<file path="src/rtl/tug_playfield_if.sv">
// Player press inputs and game-state outputs of the tug-of-war playfield.
// The driver of the presses uses master; the playfield itself uses slave.
interface tug_playfield_if #(
  parameter int NUM_LIGHTS = 9,
  parameter int SCORE_W    = 3
);
  logic                  press_l;
  logic                  press_r;
  logic [NUM_LIGHTS-1:0] led;
  logic                  win_l;
  logic                  win_r;
  logic [SCORE_W-1:0]    score_l;
  logic [SCORE_W-1:0]    score_r;

  modport master (
    output press_l, press_r,
    input  led, win_l, win_r, score_l, score_r
  );

  modport slave (
    input  press_l, press_r,
    output led, win_l, win_r, score_l, score_r
  );
endinterface

</file>
<file path="src/rtl/tug_playfield.sv">
// Tug-of-war playfield: edge-detects both presses, moves the light,
// detects round wins, holds the win display, keeps scores and ends the game.
//
// state | meaning
// PLAY  | light moves on single-player press edges
// WIN_L | left win displayed for HOLD_CYCLES cycles
// WIN_R | right win displayed for HOLD_CYCLES cycles
// DONE  | a player reached the max score; frozen until reset
module tug_playfield #(
  parameter int NUM_LIGHTS  = 9,
  parameter int HOLD_CYCLES = 8,
  parameter int SCORE_W     = 3
) (
  input  logic            Clock,
  input  logic            reset,
  tug_playfield_if.slave  bus
);
  localparam int POS_W  = $clog2(NUM_LIGHTS);
  localparam int HOLD_W = (HOLD_CYCLES > 1) ? $clog2(HOLD_CYCLES) : 1;
  localparam logic [POS_W-1:0]   POS_C     = POS_W'((NUM_LIGHTS - 1) / 2);
  localparam logic [POS_W-1:0]   POS_MAX   = POS_W'(NUM_LIGHTS - 1);
  localparam logic [HOLD_W-1:0]  HOLD_LAST = HOLD_W'(HOLD_CYCLES - 1);
  localparam logic [SCORE_W-1:0] SCORE_MAX = '1;
  localparam logic [NUM_LIGHTS-1:0] LED_C  = NUM_LIGHTS'(1) << POS_C;

  typedef enum logic [1:0] {PLAY, WIN_L, WIN_R, DONE} state_t;

  state_t                state, state_nx;
  logic [POS_W-1:0]      pos, pos_nx;
  logic [HOLD_W-1:0]     hold_cnt, hold_nx;
  logic [SCORE_W-1:0]    score_l, score_l_nx, score_l_inc;
  logic [SCORE_W-1:0]    score_r, score_r_nx, score_r_inc;
  logic                  prev_l, prev_r;
  logic                  pulse_l, pulse_r;
  logic [NUM_LIGHTS-1:0] led, led_nx;
  logic                  win_l, win_l_nx, win_r, win_r_nx;

  assign pulse_l     = bus.press_l & ~prev_l;
  assign pulse_r     = bus.press_r & ~prev_r;
  assign score_l_inc = score_l + 1'b1;
  assign score_r_inc = score_r + 1'b1;

  // prev_* reset high so an input held through reset never yields a pulse
  always_ff @(posedge Clock) begin
    if (reset) begin
      state    <= PLAY;
      pos      <= POS_C;
      hold_cnt <= '0;
      score_l  <= '0;
      score_r  <= '0;
      prev_l   <= 1'b1;
      prev_r   <= 1'b1;
      led      <= LED_C;
      win_l    <= 1'b0;
      win_r    <= 1'b0;
    end else begin
      state    <= state_nx;
      pos      <= pos_nx;
      hold_cnt <= hold_nx;
      score_l  <= score_l_nx;
      score_r  <= score_r_nx;
      prev_l   <= bus.press_l;
      prev_r   <= bus.press_r;
      led      <= led_nx;
      win_l    <= win_l_nx;
      win_r    <= win_r_nx;
    end
  end

  always_comb begin
    state_nx   = state;
    pos_nx     = pos;
    hold_nx    = hold_cnt;
    score_l_nx = score_l;
    score_r_nx = score_r;
    case (state)
      PLAY: begin
        if (pulse_l && !pulse_r) begin
          if (pos < POS_MAX) begin
            pos_nx = pos + 1'b1;
          end else begin
            score_l_nx = score_l_inc;
            hold_nx    = '0;
            state_nx   = (score_l_inc == SCORE_MAX) ? DONE : WIN_L;
          end
        end else if (pulse_r && !pulse_l) begin
          if (pos > '0) begin
            pos_nx = pos - 1'b1;
          end else begin
            score_r_nx = score_r_inc;
            hold_nx    = '0;
            state_nx   = (score_r_inc == SCORE_MAX) ? DONE : WIN_R;
          end
        end
      end
      WIN_L, WIN_R: begin
        hold_nx = hold_cnt + 1'b1;
        if (hold_cnt == HOLD_LAST) begin
          state_nx = PLAY;
          pos_nx   = POS_C;
          hold_nx  = '0;
        end
      end
      default: ;
    endcase
  end

  // Outputs are decoded from next-state values so they leave flops directly
  always_comb begin
    led_nx   = '0;
    win_l_nx = 1'b0;
    win_r_nx = 1'b0;
    case (state_nx)
      PLAY:    led_nx   = NUM_LIGHTS'(1) << pos_nx;
      WIN_L:   win_l_nx = 1'b1;
      WIN_R:   win_r_nx = 1'b1;
      DONE: begin
        win_l_nx = (score_l_nx == SCORE_MAX);
        win_r_nx = (score_r_nx == SCORE_MAX);
      end
      default: ;
    endcase
  end

  assign bus.led     = led;
  assign bus.win_l   = win_l;
  assign bus.win_r   = win_r;
  assign bus.score_l = score_l;
  assign bus.score_r = score_r;
endmodule

</file>
<file path="src/flat_wrapper.sv">
// flat-port wrapper written by rule: the top's interface ports become plain ports
module tug_playfield_flat 
#(
  parameter int NUM_LIGHTS  = 9,
  parameter int HOLD_CYCLES = 8,
  parameter int SCORE_W     = 3
)
  (Clock, reset, bus_press_l, bus_press_r, bus_led, bus_win_l, bus_win_r, bus_score_l, bus_score_r);
  tug_playfield_if #(.NUM_LIGHTS(NUM_LIGHTS), .SCORE_W(SCORE_W)) bus_i ();
  input  logic Clock;
  input  logic reset;
  input wire logic [$bits(bus_i.press_l)-1:0] bus_press_l;
  input wire logic [$bits(bus_i.press_r)-1:0] bus_press_r;
  output wire logic [$bits(bus_i.led)-1:0] bus_led;
  output wire logic [$bits(bus_i.win_l)-1:0] bus_win_l;
  output wire logic [$bits(bus_i.win_r)-1:0] bus_win_r;
  output wire logic [$bits(bus_i.score_l)-1:0] bus_score_l;
  output wire logic [$bits(bus_i.score_r)-1:0] bus_score_r;
  assign bus_i.press_l = bus_press_l;
  assign bus_i.press_r = bus_press_r;
  assign bus_led = bus_i.led;
  assign bus_win_l = bus_i.win_l;
  assign bus_win_r = bus_i.win_r;
  assign bus_score_l = bus_i.score_l;
  assign bus_score_r = bus_i.score_r;
  tug_playfield #(.NUM_LIGHTS(NUM_LIGHTS), .HOLD_CYCLES(HOLD_CYCLES), .SCORE_W(SCORE_W)) u_core (.Clock(Clock), .reset(reset), .bus(bus_i));
endmodule
</file>
<file path="config.mk">
export PLATFORM = sky130hd
export DESIGN_NAME = tug_playfield_flat
export DESIGN_NICKNAME = d
export VERILOG_FILES = /design/src/rtl/tug_playfield_if.sv /design/src/rtl/tug_playfield.sv /design/src/flat_wrapper.sv
export SDC_FILE = /design/constraint.sdc
export NUM_CORES = 1
export LEC_CHECK = 0
export CAP_MARGIN = 10
export CORE_MARGIN = 2
export CORE_UTILIZATION = 49
export CTS_CLUSTER_DIAMETER = 30
export DETAILED_ROUTE_END_ITERATION = 10
export MAX_ROUTING_LAYER = met4
export PLACE_DENSITY = 0.79
export SLEW_MARGIN = 20
export SYNTH_ARGS = -nofsm -noshare
export SYNTH_HDL_FRONTEND = slang
export SYNTH_SLANG_ARGS = --single-unit
</file>
<file path="constraint.sdc">
create_clock -name Clock -period 2.15 [get_ports Clock]
set_input_delay 0.43 -clock Clock [delete_from_list [all_inputs] [get_ports Clock]]
set_output_delay 0.43 -clock Clock [all_outputs]
set_load 0.005 [all_outputs]
</file>
Word-level counts from Yosys, hierarchy flattened
Index checks and enable logic that the tools add are counted.
{ "word_totals": {"register_bits": 28, "in_bits": 4} }
{ "classes": {"order_cmp": 2, "bitwise": 5, "n_addsub": 5, "mux": 30, "shift": 1, "n_eq_ne": 13, "n_reduce_logical": 10} }
{ "ops": {"columns": ["cell", "n"], "rows": [
  ["2-to-1 mux 3 bit", 12],
  ["2-to-1 mux 4 bit", 5],
  ["equality test 3 bit, second input constant", 5],
  ["2-to-1 mux 2 bit", 6],
  ["adder 3 x 1 -> 3 bit, second input constant", 3],
  ["<< shifter 1 x 4 -> 9 bit, first input constant", 1],
  ["case mux 4 bit (2 select lines)", 1],
  ["equality test 2 bit, second input constant", 3],
  ["case mux 3 bit (2 select lines)", 1],
  ["2-to-1 mux 5 bit", 1],
  ["adder 4 x 1 -> 4 bit, second input constant", 1],
  ["equality test 2 x 1 -> 1 bit, second input constant", 2],
  ["greater-than comparator 4 x 1 -> 1 bit, second input constant", 1],
  ["logical NOT 2 bit", 2],
  ["< comparator 4 bit, second input constant", 1],
  ["case mux 1 bit (2 select lines)", 2],
  ["case mux 2 bit (2 select lines)", 1],
  ["AND reduction 4 bit", 1],
  ["OR reduction 2 bit", 2],
  ["subtractor 4 x 1 -> 4 bit, second input constant", 1],
  ["inequality test 3 x 1 -> 1 bit, second input constant", 1],
  ["inequality test 3 x 2 -> 1 bit, second input constant", 1],
  ["inequality test 3 bit, second input constant", 1],
  ["NOT 1 bit", 3],
  ["5 further kinds", 8]
]} }

Logic depth before layout (Yosys ltp)
Gate-level depths: netlist (run 1).
{ "depth": {"word_depth": 10, "ltp_mapped": 10, "depth_no_buf": 8} }

Worst setup path before layout (run 1)
OpenSTA, ideal clock, no wires.
{ "synth_timing": {"kind": "flip-flop to flip-flop", "startpoint": "reg u_core.state[0]", "endpoint": "reg u_core.led[1], in the netlist u_core.bus.led[1]", "arrival_ps": 1941, "stages_incl_launch_ff": 11, "setup_ps": 78, "required_time_ps": 2072, "synth_period_minus_slack_ps": 2019, "path_buffers": 2, "slack_ps": 131, "path_cell_list": "dfxtp_1 -> inv_1 -> ha_1 -> clkbuf_1 -> nand2b_1 -> buf_2 -> nor2_1 -> a41oi_1 -> nand3_1 -> or3_1 -> nor3_1"} }
{ "synth_via": {"elab_chain_cells": 7, "elab_cells_between_ends": 15, "cone_classes": "2 x eq/ne; 1 x shift; 7 x mux; 1 x bitwise; 4 x reduce/logical"} }
{ "synth_lines": {"columns": ["item", "line", "text"], "rows": [
  ["from (decl)", "tug_playfield.sv:28", "state_t state, state_nx;"],
  ["from (signal assigned)", "tug_playfield.sv:57", "state <= state_nx;"],
  ["2-to-1 mux 2 bit", "tug_playfield.sv:87", "if (pos > '0) begin"],
  ["2-to-1 mux 2 bit", "tug_playfield.sv:86", "end else if (pulse_r && !pulse_l) begin"],
  ["2-to-1 mux 2 bit", "tug_playfield.sv:78", "if (pulse_l && !pulse_r) begin"],
  ["case mux 2 bit (2 select lines)", "tug_playfield.sv:76", "case (state)"],
  ["logical NOT 2 bit", "tug_playfield.sv:113", "case (state_nx)"],
  ["NOT 1 bit (no source line)", null, null],
  ["OR reduction 2 bit (no source line)", null, null],
  ["to (signal assigned)", "tug_playfield.sv:64", "led <= led_nx;"],
  ["to (decl)", "tug_playfield.sv:35", "logic [NUM_LIGHTS-1:0] led, led_nx;"]
]} }
Several ways; a longest one is shown, not always the timed one.
A chain may end at the register's enable or synchronous reset.

Worst setup path after layout (run 1)
{ "layout_timing": {"startpoint": "reg u_core.prev_l", "endpoint": "reg u_core.led[4], in the netlist u_core.bus.led[4]"} }
{ "layout_via": {"elab_chain_cells": 9, "elab_cells_between_ends": 14, "cone_classes": "1 x shift; 7 x mux; 2 x bitwise; 4 x reduce/logical"} }
{ "layout_lines": {"columns": ["item", "line", "text"], "rows": [
  ["from (decl)", "tug_playfield.sv:33", "logic prev_l, prev_r;"],
  ["from (signal assigned)", "tug_playfield.sv:62", "prev_l <= bus.press_l;"],
  ["NOT 1 bit (*)", "tug_playfield.sv:38", "assign pulse_l = bus.press_l & ~prev_l;"],
  ["bitwise AND 1 bit (*)", "tug_playfield.sv:38", null],
  ["logical NOT 1 bit", "tug_playfield.sv:86", null],
  ["logical AND 1 bit", "tug_playfield.sv:86", null],
  ["2-to-1 mux 4 bit / 2-to-1 mux 2 bit (equally long branches)", "tug_playfield.sv:86", null],
  ["2-to-1 mux 4 bit / 2-to-1 mux 2 bit (equally long branches)", "tug_playfield.sv:78", null],
  ["case mux 4 bit (2 select lines) / case mux 2 bit (2 select lines) (equally long branches)", "tug_playfield.sv:76", null],
  ["<< shifter 1 x 4 -> 9 bit / logical NOT 2 bit (equally long branches)", "tug_playfield.sv:114, tug_playfield.sv:113", null],
  ["2-to-1 mux 5 bit (*)", "tug_playfield.sv:113", null]
]} }
Every way passes the cells marked *; elsewhere a longest branch is shown, timed or not.

==> results of run 1 <==
path summary, 6_finish.rpt:
check | from | end | slack, ns
setup / recovery | u_core.prev_l | u_core.bus.led[4] | 0.09
hold / removal | bus_press_l | u_core.prev_l | 0.34
setup reg to reg | u_core.prev_l | u_core.bus.led[4] | 0.09
hold reg to reg | u_core.hold_cnt[2] | u_core.hold_cnt[2] | 0.49
metrics by stage:
step	TNS (ns)	setup WS, ns	hold slack [ns]	area, um2
finish	0	0.0858	0.344	2180
global placement	-3.21	-0.266	0.456	1970
floorplan	0	0.131	0.450	1550
CTS	0	0.0000637	0.490	2020
detailed placement	-3.84	-0.337	0.471	1970
global route	-0.0177	-0.0177	0.354	2180
registers in the layout (all words and copies together), names as in the netlist:
signal	cells
u_core.bus.led	9
u_core.pos	4
u_core.bus.score_l	3
u_core.bus.score_r	3
u_core.hold_cnt	3
u_core.state	2
u_core.bus.win_l	1
u_core.bus.win_r	1
u_core.prev_l	1
u_core.prev_r	1
cells by family (layout without fill, tap and decap cells):
family / count (synthesis) / in the layout
buf+inv: 17 / 68
simple gates: 78 / 78
mux: 3 / 3
xor+xnor: 6 / 6
compound gates: 34 / 34
fa+ha+maj: 10 / 10
flops: 28 / 28
routing by layer:
metal | vias to the layer above | global-route usage | share of wire
met5 | - | - | 0
met4 | 0 | 0.0857 | 0.017
met3 | 9 | 0.0216 | 0.026
met2 | 28 | 0.405 | 0.51
met1 | 697 | 0.287 | 0.45
li1 | 730 | - | -
area by class of cell:
| cell class | instances | area, um2 | area share |
|---|---|---|---|
| Multi-Input combinational cell | 131 | 997 | 0.458 |
| Sequential cell | 28 | 567 | 0.260 |
| Timing Repair Buffer | 55 | 472 | 0.217 |
| Clock buffer | 3 | 22.5 | 0.0103 |
| Tap cell | 44 | 55.1 | 0.0253 |
| Clock inverter | 1 | 30.0 | 0.0138 |
| Inverter | 9 | 33.8 | 0.0155 |
power breakdown:
| part | switching, mW | internal [mW] | total (mW) |
|---|---|---|---|
| Sequential | 0.0126 | 0.541 | 0.554 |
| Clock | 0.162 | 0.189 | 0.351 |
| Combinational | 0.128 | 0.128 | 0.256 |
| Total | 0.302 | 0.858 | 1.16 |
cell usage after synthesis, drive strengths merged, types with 2 or more instances:
| cell type | instances | share of area |
|---|---|---|
| buf | 4 | 0.021 |
| inv | 9 | 0.022 |
| a31oi | 2 | 0.0081 |
| or3 | 2 | 0.011 |
| nand4 | 4 | 0.016 |
| dfxtp | 28 | 0.36 |
| nand2b | 7 | 0.030 |
| mux2i | 3 | 0.019 |
| nand3 | 10 | 0.032 |
| or2 | 2 | 0.0081 |
| nor3 | 12 | 0.045 |
| xnor2 | 5 | 0.028 |
| and3 | 3 | 0.012 |
| o211ai | 2 | 0.016 |
| nor2b | 2 | 0.013 |
| clkbuf | 4 | 0.0097 |
| nand2 | 11 | 0.027 |
| ha | 10 | 0.081 |
| a21oi | 10 | 0.032 |
| o21ai | 3 | 0.0097 |
| nor2 | 20 | 0.048 |
| a311o | 2 | 0.013 |
| o31ai | 2 | 0.019 |
what timing repair did:
item                                    4_1_cts  5_1_grt
endpoints found under the setup margin        2       12
buffers inserted                              0        7
gates resized for setup                       2       25
pin swaps                                     0        4
==> flow_metrics.env, run 1 <==
export IMPL_num_rows=20
export IMPL_synthAdderAreaFrac=0.0806
export IMPL_finalSetupViolations=0
export IMPL_period_share=0.960
export IMPL_critPathMaxStageDelay_ns=0.40
export IMPL_min_path_cells=2
export IMPL_die_area_mm2=0.00363
export IMPL_synth_edff_count=0
export IMPL_finalPower_mw=1.16
export IMPL_hold_path_class="primary input to flip-flop"
export IMPL_drt_iter0_markers=67
export IMPL_drv_slew=0
export IMPL_cts_tree="built"
export IMPL_crit_chain="nor2b_4 -> buf_4 -> o311a_4 -> o31ai_4 -> o211ai_2 -> nand3b_1 -> o31ai_1"
export IMPL_yosysSeqAreaShare=0.361
export IMPL_final_hold_viol_count=0
export IMPL_skew_ns=0.00285
export IMPL_synth_area_mm2=0.00155
export IMPL_final_cell_mix="buf_4, dfxtp_1, nor2_1, clkdlybuf4s50_1"
export IMPL_die_w_um=60.3
export IMPL_max_cap_violations=0
export IMPL_die_h_um=60.3
export IMPL_slew_headroom=0.669
export IMPL_reg2reg_depth=7
export IMPL_instances_no_fill=271
export IMPL_final_util=0.719
export IMPL_dr_total_vias=1464
export IMPL_dp_hpwl_um=2920
export IMPL_numCtsBuffers=3
export IMPL_mostFrequentLayoutCell="buf_4"
export IMPL_cp_depth=7
export IMPL_ys_ff_latch=28
export IMPL_synthSimpleGateAreaFrac=0.277
export IMPL_async_reset_ff_frac=0
export IMPL_slowest_stage="dfxtp_1"
export IMPL_cts_buffer_depth=2
export IMPL_synth_top_family_by_area="simple AND/OR/NAND/NOR gates"
export IMPL_synthMuxAreaShare=0.0194
export IMPL_critPathLaunchType="flip-flop"
export IMPL_syn_to_final_growth_pct=40.3
export IMPL_ioPinCount=21
export IMPL_grt_max_degree=17
export IMPL_antenna_left=0
export IMPL_avgSynthCellArea_um2=8.82
export IMPL_max_vdd_ir_drop_mv=0.544
export IMPL_gp_congestion=0.812
export IMPL_worst_pin_slew_ns=0.495
export IMPL_crit_family="compound AO/OA/AOI/OAI gates"
export IMPL_grt_pass1_wl_um=6270
export IMPL_synth_ff_type="dfxtp_1"
export IMPL_synth_xor_area_share=0.0339
export IMPL_syn_instance_count=176
export IMPL_cp_required_ns=2.41
export IMPL_ys_warn_count=0
export IMPL_synth_nets=190
export IMPL_start_util=0.512
export IMPL_wl_per_cell_um=14.5
export IMPL_nets=242
export IMPL_via_per_inst=5.40
export IMPL_max_freq_mhz=484
export IMPL_cts_hold_buf=0
export IMPL_outcome="finished, final reports clean"
export IMPL_wl_um=3930
export IMPL_finalCriticalPeriod_ns=2.06
export IMPL_crit_buf_inv=1
export IMPL_cts_sinks=28
export IMPL_clk_latency_ns=0.34
export IMPL_leakagePower_nw=0.878
export IMPL_drcViolationCount=0
export IMPL_overflow=0
export IMPL_fillers=231
export IMPL_layout_drive_gt1_share=0.317
export IMPL_end_kind="flip-flop"
export IMPL_worstPathArrival_ns=2.32
export IMPL_antenna_found_initial=0
export IMPL_grt_pass1_vias=1401
export IMPL_root_buffer="clkbuf_4"
export IMPL_worstPathMaxFanout=8
export IMPL_antenna_cells=0
export IMPL_h_tree_depth=1
export IMPL_core_area_mm2=0.00303
export IMPL_dp_cells=260
export IMPL_synth_compound_area_frac=0.176
export IMPL_path_class="flip-flop to flip-flop"
export IMPL_ys_types=49
export IMPL_port_buffers=20
export IMPL_track_usage=0.236
export IMPL_firstDrtPassIters=4
export IMPL_path_clk_slew_ns=0.15
export IMPL_p_per_area_mw_per_mm2=533
(Power assumes the default switching activity.)
==> run 2: changes to the inputs <==
--- a/config.mk
+++ b/config.mk
@@ -10,6 +10,7 @@
 export CORE_UTILIZATION = 49
 export CTS_CLUSTER_DIAMETER = 30
 export DETAILED_ROUTE_END_ITERATION = 10
+export GPL_TIMING_DRIVEN = 0
 export MAX_ROUTING_LAYER = met4
 export PLACE_DENSITY = 0.79
 export SLEW_MARGIN = 20
==> flow_metrics.env, run 2 (synthesis gave the netlist of run 1 again) <==
export IMPL_outcome="finished, final reports clean"
export IMPL_port_buffers=19
export IMPL_die_h_um=60.3
export IMPL_firstDrtPassIters=4
export IMPL_cts_sinks=28
export IMPL_start_util=0.512
export IMPL_numCtsBuffers=3
export IMPL_grt_max_degree=17
export IMPL_placed_area_mm2=0.00180
export IMPL_reg_top3="u_core.bus.led: 9 flops, u_core.pos: 4 flops"
export IMPL_wl_um=3770
export IMPL_cp_required_ns=2.45
export IMPL_max_cap_violations=0
export IMPL_fillers=252
export IMPL_clkPwrFrac=0.319
export IMPL_antenna_cells=0
export IMPL_root_buffer="clkbuf_4"
export IMPL_worstPathArrival_ns=2.33
export IMPL_die_w_um=60.3
export IMPL_h_tree_depth=1
export IMPL_p_per_area_mw_per_mm2=575
export IMPL_dr_total_vias=1369
export IMPL_seqPwrFrac=0.490
export IMPL_via_per_inst=5.57
export IMPL_switching_share=0.271
export IMPL_period_share=0.946
export IMPL_layout_drive_gt1_share=0.213
export IMPL_grt_pass1_vias=1246
export IMPL_core_area_mm2=0.00303
export IMPL_gp_congestion=0.869
export IMPL_cts_tree="built"
export IMPL_drcViolationCount=0
export IMPL_place_ws_ns=-0.389
export IMPL_worst_pin_slew_ns=0.536
export IMPL_combPwrFrac=0.191
export IMPL_routed_wl_met2_um=1980
export IMPL_multi_input_area_um2=991
export IMPL_max_vdd_ir_drop_mv=0.304
export IMPL_die_area_mm2=0.00363
export IMPL_fin_area_mm2=0.00197
export IMPL_fin_setup_tns_ns=0
export IMPL_p_sw_mw=0.307
export IMPL_syn_to_final_growth_pct=27.2
export IMPL_wl_met3_um=124
export IMPL_drt_iter0_markers=45
export IMPL_dp_cells=239
export IMPL_path_class="flip-flop to flip-flop"
export IMPL_cts_buffer_depth=2
export IMPL_instances_no_fill=246
export IMPL_antenna_found_initial=0
export IMPL_grt_pass1_wl_um=5810
export IMPL_hold_ws_ns=0.330
export IMPL_dp_hpwl_um=2640
export IMPL_overflow=0
export IMPL_path_clk_slew_ns=0.16
export IMPL_clk_latency_ns=0.35
export IMPL_track_usage=0.221
export IMPL_final_hold_viol_count=0
export IMPL_finalSetupViolations=0
export IMPL_end_kind="flip-flop"
export IMPL_mostFrequentLayoutCell="dfxtp_1"
export IMPL_wl_per_cell_um=15.3
export IMPL_antenna_left=0
export IMPL_fin_ws_ns=0.115
export IMPL_wirelength_met1_um=1600
export IMPL_max_freq_mhz=491
export IMPL_ioPinCount=21
export IMPL_min_path_cells=2
export IMPL_largest_register_ffs=9
export IMPL_num_rows=20
export IMPL_p_int_mw=0.827
export IMPL_critPathLaunchType="flip-flop"
export IMPL_seqCellArea_um2=569
export IMPL_finalCriticalPeriod_ns=2.03
export IMPL_drv_slew=0
export IMPL_top_layer_used="met4"
export IMPL_skew_ns=0.00455
export IMPL_hold_path_class="primary input to flip-flop"
export IMPL_leakagePower_nw=0.746
export IMPL_slew_headroom=0.642
export IMPL_reg2reg_depth=8
export IMPL_final_cell_mix="dfxtp_1, nor2_1, clkdlybuf4s50_1, nand2_1, a21oi_1"
export IMPL_nets=217
export IMPL_worstPathMaxFanout=5
export IMPL_top_register="u_core.bus.led"
run 2: worst paths after layout:
| path | from | end | slack [ns] |
|---|---|---|---|
| hold reg to reg | u_core.hold_cnt[2] | u_core.hold_cnt[2] | 0.50 |
| hold / removal | bus_press_r | u_core.prev_r | 0.33 |
| setup reg to reg | u_core.pos[0] | u_core.bus.led[6] | 0.12 |
| setup / recovery | u_core.pos[0] | u_core.bus.led[6] | 0.12 |
run 2: per-layer routing:
| metal | track usage | up-vias |
|---|---|---|
| li1 | - | 681 |
| met1 | 0.269 | 651 |
| met2 | 0.374 | 30 |
| met3 | 0.0325 | 7 |
| met4 | 0.0730 | 0 |
| met5 | - | - |
run 2: cell type report:
type / count / share of cell area
multi-input cells: 131 / 0.502
flip-flops and latches: 28 / 0.289
repair buffers: 23 / 0.114
well taps: 44 / 0.0279
plain buffers: 7 / 0.0235
inverters: 9 / 0.0171
clock inverters: 1 / 0.0152
clock buffers: 3 / 0.0114
run 2: worst max-delay path: stages (launching register included):
cell and delay (ns):
dfxtp_2 0.37, inv_1 0.11, ha_4 0.17, nand2b_4 0.09, o311a_4 0.32, o31ai_4 0.19, o211ai_2 0.16, or3_4 0.42
nor3_2 0.15
run 2: power groups by stage:
stage	clock network [mW]	registers (mW)	logic [mW]
after floorplan	0	0.566	0.125
after global placement	0	0.566	0.181
after detailed placement	0	0.567	0.185
after CTS	0.361	0.556	0.189
after global routing	0.378	0.558	0.238
final	0.361	0.556	0.216
run 2: through the flow:
stage / utilization / power [mW]
after floorplan: - / 0.691
after global placement: 0.593 / 0.746
after detailed placement: 0.593 / 0.752
after CTS: 0.616 / 1.11
after global routing: 0.652 / 1.17
final: 0.652 / 1.13
run 2: what timing repair did:
item | CTS | global route
resized for setup | 7 | 19
gates cloned | 0 | 0
setup endpoints to repair | 11 | 14
buffers inserted | 0 | 4
pin swaps | 0 | 4
hold buffers | 0 | 0
==> run 3: changes to the inputs <==
--- a/config.mk
+++ b/config.mk
@@ -13,7 +13,7 @@
 export GPL_TIMING_DRIVEN = 0
 export MAX_ROUTING_LAYER = met4
 export PLACE_DENSITY = 0.79
-export SLEW_MARGIN = 20
+export SLEW_MARGIN = 30
 export SYNTH_ARGS = -nofsm -noshare
 export SYNTH_HDL_FRONTEND = slang
 export SYNTH_SLANG_ARGS = --single-unit
==> results of run 3 <==
The final DEF is identical to that of run 2; final timing and power are the same.
